$ cat config.mk
export PLATFORM = sky130hd
export DESIGN_NAME = umi_decode_pipe
export DESIGN_NICKNAME = d
export VERILOG_FILES = /design/src/rtl/umi_decode_pipe.sv
export SDC_FILE = /design/constraint.sdc
export NUM_CORES = 1
export LEC_CHECK = 0
export BUFFER_PORTS_ARGS = -buffer_cell sky130_fd_sc_hd__buf_2
export CORE_UTILIZATION = 56
export DETAILED_ROUTE_END_ITERATION = 16
export GPL_TIMING_DRIVEN = 0
export PLACE_DENSITY = 0.83
export SYNTH_ARGS = -nofsm -noshare
export SYNTH_HDL_FRONTEND = slang
export SYNTH_SLANG_ARGS = --single-unit
$ cat constraint.sdc
create_clock -name clk -period 2.65 [get_ports clk]
set_input_delay 0.3975 -clock clk [delete_from_list [all_inputs] [get_ports clk]]
set_output_delay 0.3975 -clock clk [all_outputs]
set_load 0.01 [all_outputs]
$ cat src/rtl/umi_decode_pipe.sv
// umi_decode_pipe: registered UMI command decoder with 2-entry skid buffer, class counters and sticky invalid flag
module umi_decode_pipe #(
  parameter int CW = 7,
  parameter int PW = 256,
  parameter int CNTW = 16,
  parameter bit FILTER_INVALID = 1'b0
) (
  input  logic            clk,
  input  logic            nreset,
  input  logic            in_valid,
  output logic            in_ready,
  input  logic [CW-1:0]   in_command,
  input  logic            in_write,
  input  logic [PW-1:0]   in_packet,
  output logic            out_valid,
  input  logic            out_ready,
  output logic [CW-1:0]   out_command,
  output logic            out_write,
  output logic [PW-1:0]   out_packet,
  output logic [17:0]     out_decode,
  input  logic [2:0]      stat_sel,
  input  logic            stat_clear,
  output logic [CNTW-1:0] stat_count,
  output logic            err_invalid,
  input  logic            err_clear
);
  localparam int W = CW + PW + 19;
  // umi_messages.vh opcodes ({command, write}); every atomic subtype shares the ATOMIC low nibble
  localparam logic [7:0] OP_INVALID = 8'h00, OP_READ = 8'h02;
  localparam logic [3:0] OP_POSTED = 4'h1, OP_ACK = 4'h3, OP_MULTICAST = 4'h5, OP_STREAM = 4'h7;
  localparam logic [3:0] OP_ATOMIC = 4'h9, OP_RESP_WRITE = 4'hB, OP_SIGNAL = 4'hD;
  localparam logic [7:0] OP_ADD = 8'h09, OP_AND = 8'h19, OP_OR = 8'h29, OP_XOR = 8'h39;
  localparam logic [7:0] OP_MAX = 8'h49, OP_MIN = 8'h59, OP_MAXU = 8'h69, OP_MINU = 8'h79, OP_SWAP = 8'h89;
  logic [7:0] op;
  logic [17:0] dec;
  logic [7:0] inc;
  logic accept, keep, skid_valid;
  logic [W-1:0] in_word, main_q, skid_q;
  logic [CNTW-1:0] cnt [8];
  assign op = {in_command[6:0], in_write};
  assign dec = {op == OP_MAXU, op == OP_MINU, op == OP_MAX, op == OP_MIN,
                op == OP_XOR, op == OP_OR, op == OP_AND, op == OP_ADD, op == OP_SWAP,
                op[3:0] == OP_ATOMIC, op[3:0] == OP_MULTICAST, op[3:0] == OP_RESP_WRITE,
                op[3:0] == OP_STREAM, op[3:0] == OP_ACK, op[3:0] == OP_SIGNAL,
                op[3:0] == OP_POSTED, op == OP_READ, op == OP_INVALID};
  assign accept = in_valid && in_ready;
  assign keep = accept && !(FILTER_INVALID && dec[0]);
  assign inc = {accept, accept & dec[0], accept & dec[8], accept & (dec[3] | dec[5] | dec[7]),
                accept & dec[6], accept & dec[4], accept & dec[2], accept & dec[1]};
  assign in_word = {in_command, in_write, in_packet, dec};
  assign {out_command, out_write, out_packet, out_decode} = main_q;
  assign stat_count = cnt[stat_sel];
  // main/skid pipeline; in_ready mirrors an empty skid so it never depends on out_ready combinationally
  always_ff @(posedge clk or negedge nreset)
    if (!nreset) begin
      out_valid <= 1'b0;
      skid_valid <= 1'b0;
      in_ready <= 1'b1;
      main_q <= '0;
      skid_q <= '0;
    end else if (!out_valid || out_ready) begin
      out_valid <= skid_valid || keep;
      main_q <= skid_valid ? skid_q : keep ? in_word : main_q;
      skid_valid <= 1'b0;
      in_ready <= 1'b1;
    end else if (keep) begin
      skid_valid <= 1'b1;
      skid_q <= in_word;
      in_ready <= 1'b0;
    end
  // per-class saturating counters; clear beats a same-cycle increment
  always_ff @(posedge clk or negedge nreset)
    if (!nreset)
      for (int k = 0; k < 8; k++) cnt[k] <= '0;
    else
      for (int k = 0; k < 8; k++) cnt[k] <= stat_clear ? '0 : (inc[k] && !(&cnt[k])) ? cnt[k] + 1'b1 : cnt[k];
  // sticky invalid flag; clear beats a same-cycle set
  always_ff @(posedge clk or negedge nreset)
    if (!nreset) err_invalid <= 1'b0;
    else err_invalid <= err_clear ? 1'b0 : (accept && dec[0]) ? 1'b1 : err_invalid;
endmodule

==> summary.md <==
| Metric | Value |
|---|---|
| Count leader, synth | dfrtp_1 |
| Crit-path cells | clkbuf_1 -> clkbuf_1 -> clkbuf_1 -> mux2i_1 -> o21ai_0 |
| CTS Sinks | 696 |
| Syn_nets | around 3k |
| Power per cell area | between 800 and 900 mW/mm2 |
| Detailed placement HPWL | around 70000 um |
| Comb power frac | 0.205 |
| Largest net degree at the start of global routing | around 120 |
| Sequential-to-total area share from yosys stat | 0.5578 |
| Post-Place Cell Area | 0.03518 mm2 |
| Synth top area share | 0.5570 |
| Final hold slack | -0.1969 ns |
| Distinct cells, synth | 54 |
| Vias in the first global route | 24.88k |
| Antenna Nets Post-Route | 0 |
| CTS root buf | clkbuf_16 |
| Clk_lat worst skew | 0.63 ns |
| Max stage delay on crit path | 0.64 ns |
| Via density | 5.911 |
| Max Freq | 391.2 MHz |
| Post-layout min period | 2.556 ns |
| CTS buffer count | 74 |
| Dominant cells by area after synthesis | dfrtp_1 (56%), mux2_2 (10%), mux2i_1 (8.7%) |
| Total gr overflow | 0 |
| Layout cells sized above 1 | 0.3099 |
| Period utilization | 0.9646 |
| Unrepaired setup endpoints after global routing | no |
| CTS H-tree lvls | 3 |
| Outcome | finished, violations left |
| HP Class | in2async |
| Finished Cell Area | 0.03813 mm2 |
| Post-synthesis cell area | 0.03122 mm2 |
| Final worst slack | around 0.094 ns |
| Setup violators final | 0 |
| Initial antenna violation count | 31 |
| DIE HEIGHT | 238.1 um |
| Clk_skew | 0.02005 ns |
| Mux share of post-synthesis cell area | 0.2134 |
| DRC viols | 0 |
| Synth Area in XOR/XNOR | 0.02468 |
| WL final | 95970 um |
| Synth top cells by count | dfrtp_1 (695), nand2_1 (347), o21ai_0 (316) |
| First-pass GRT wire length | 145000 um |
| Psw | 9.325 mW |
| Worst Path Max Fanout | 10 |
| Critical path capture point type | flip-flop |
| Adder-cell area share of the yosys netlist | 0.003206 |
| Initial core utilization | 0.5667 |
| Clk slew on worst S/H paths | ~0.060 ns |
| Avg WL per Cell | 22.75 um |
| Max_cap viols | 0 |
| Violated checks | negative hold slack |
| DR iter-0 viols | approximately 1.8k |
| Hold Buf Count CTS | 36 |
| Maximum VDD drop | 0.0006515 V |
| Yosys top cell by area | dfrtp_1 |
| CP startpoint kind | flip-flop |
| Static Leak | 17.09 nW |
| Simple-gate share of the synthesized area | 0.1105 |
| Total GRT Usage | 0.3342 |
| Slowest cell on the critical path | clkbuf_1 |
| Data required, critical path | 3.13 ns |
| Yosys warns | 0 |
| Layout Nets | around 3.7k |
| IO Count | 574 |
| Number of core rows | 86 |
| Final Hold Vio Count | 114 |
| Arrival time at the worst endpoint | about 3.0 ns |
| Buffers on Ports | 569 |
| Post-synth EDFFs | 0 |
| Flops & latches, synth | a little under 700 |
| RePlAce Congestion | around 1 |
| Setup Crit Path Kind | reg2reg |
| Internal power | around 22 mW |
| Fin. max-slew vios | 0 |
| Worst Max-Slew Pin Slew | 1.164 ns |
| Core footprint | ~0.055 mm2 |
| Via count of the routed design | 24.94k |
| Relative slew slack | 0.2169 |
| Syn Area/Cell | around 12 um2 |
| Async SR Flop Fraction | 1.000 |
| Worst slack, placed | -1.112 ns |
| Post-synthesis compound-gate area fraction | 0.06608 |
| Net Sw Frac | 0.2993 |
| Max clock buf depth | 3 |
| Area growth from synthesis to layout | 22.12% |
| Part of the power in registers | 0.454 |
| Clock network power share | 0.340 |
| Cells after synthesis | 2703 |
| CTS tree | done |
| Die area | 0.05671 mm2 |
| Critical Path Most Common Cell | clkbuf_1 |
| Die W | 238.1 um |
| Router iterations before antenna repair | 8 |
| Ys flop type | dfrtp_1 |
| Largest family of logic cells by synthesized area | multiplexers |
==> final timing paths <==
path | depth (start not counted) | startpoint | to | slack (ns)
hold reg to reg | 2 | main_q[248] | main_q[248] | 0.47
setup / recovery | 5 | skid_valid | main_q[250] | 0.09
setup reg to reg | 5 | skid_valid | main_q[250] | 0.09
min in group clk | 2 | in_packet[129] | skid_q[147] | 0.02
hold / removal | 1 | nreset | main_q[188] | -0.20
max in group asynchronous | 5 | nreset | skid_q[245] | 0.54
==> sequential cells by signal, summed over array words and instances (netlist names) <==
signal       count
skid_q         282
skid_valid       1
cnt            128
main_q         282
out_valid        1
err_invalid      1
in_ready         1
==> routing by layer <==
metal	global-route usage	up-vias	part of all wire
met5	0	-	0.0013
met1	0.4079	12310	0.37
met2	0.5088	1235	0.45
met3	0.1112	404	0.10
li1	-	10970	-
met4	0.2181	18	0.076
==> critical path, delay by kind of cell (launching register included) <==
family / cells / cell delay (ns)
buffers and inverters: 3 / 1.54
AOI/OAI and AO/OA: 1 / 0.13
muxes: 1 / 0.42
DFF: 1 / 0.32
==> area by class of cell <==
class | instances | area, um2
inverter | 16 | 60.06
fill | 3870 | 16960
buffer | 173 | 710.7
multi-input combinational | 1817 | 13080
clock inverter | 23 | 294.0
clock buffer | 109 | 2183
sequential | 696 | 17420
timing repair buffer | 612 | 3391
antenna | 25 | 62.56
tap | 748 | 935.9
==> cell families (layout without fill, tap and decap cells) <==
| family | count (synthesis) | count (layout) |
|---|---|---|
| AOI/OAI and AO/OA | 392 | 392 |
| xor gates and xnor gates | 88 | 88 |
| adders and majority gates | 8 | 8 |
| other | 0 | 25 |
| and+or+nand+nor | 739 | 739 |
| DFF | 696 | 696 |
| muxes | 590 | 590 |
| buffers and inverters | 190 | 933 |
==> placed cells by master, fill, tap and decap left out, types with 32 or more instances in the layout <==
cell           instances
nand2_1              347
nor2_1               138
dlygate4sd3_1         36
buf_2                605
mux2_2               286
dfrtp_1              695
nand3_1               54
mux2i_1              272
clkbuf_1             140
a21oi_1               38
clkbuf_16             74
o21ai_0              316
xnor2_1               61
mux4_2                32
nand4_1               39
==> timing repair <==
action,in CTS,in global routing
setup endpoints to repair,587,94
endpoints found under the hold margin,150,114
pin swaps,1,0
resized for setup,12,7
setup buffers,1,0
==> through the flow <==
step | cells | TNS [ns] | power, mW | util
after detailed placement | 4026 | -414.53 | 20.40 | 0.6386
after CTS | 4194 | 0 | 31.11 | 0.6907
final | 4219 | 0 | 31.15 | 0.6921
after global routing | 4216 | 0 | 32.35 | 0.6920
after global placement | 4020 | -9600.04 | 20.02 | 0.6354
after floorplan | 2703 | 0 | 17.36 | -
==> power groups by stage <==
stage / Sequential (mW) / Combinational, mW / Clock [mW]
final: 14.2 / 6.40 / 10.6
after global routing: 14.4 / 6.88 / 11.1
after global placement: 14.1 / 5.96 / 0
after floorplan: 14.5 / 2.83 / 0
after CTS: 14.1 / 6.33 / 10.7
after detailed placement: 14.2 / 6.20 / 0
Power figures use the tool's default switching activity.
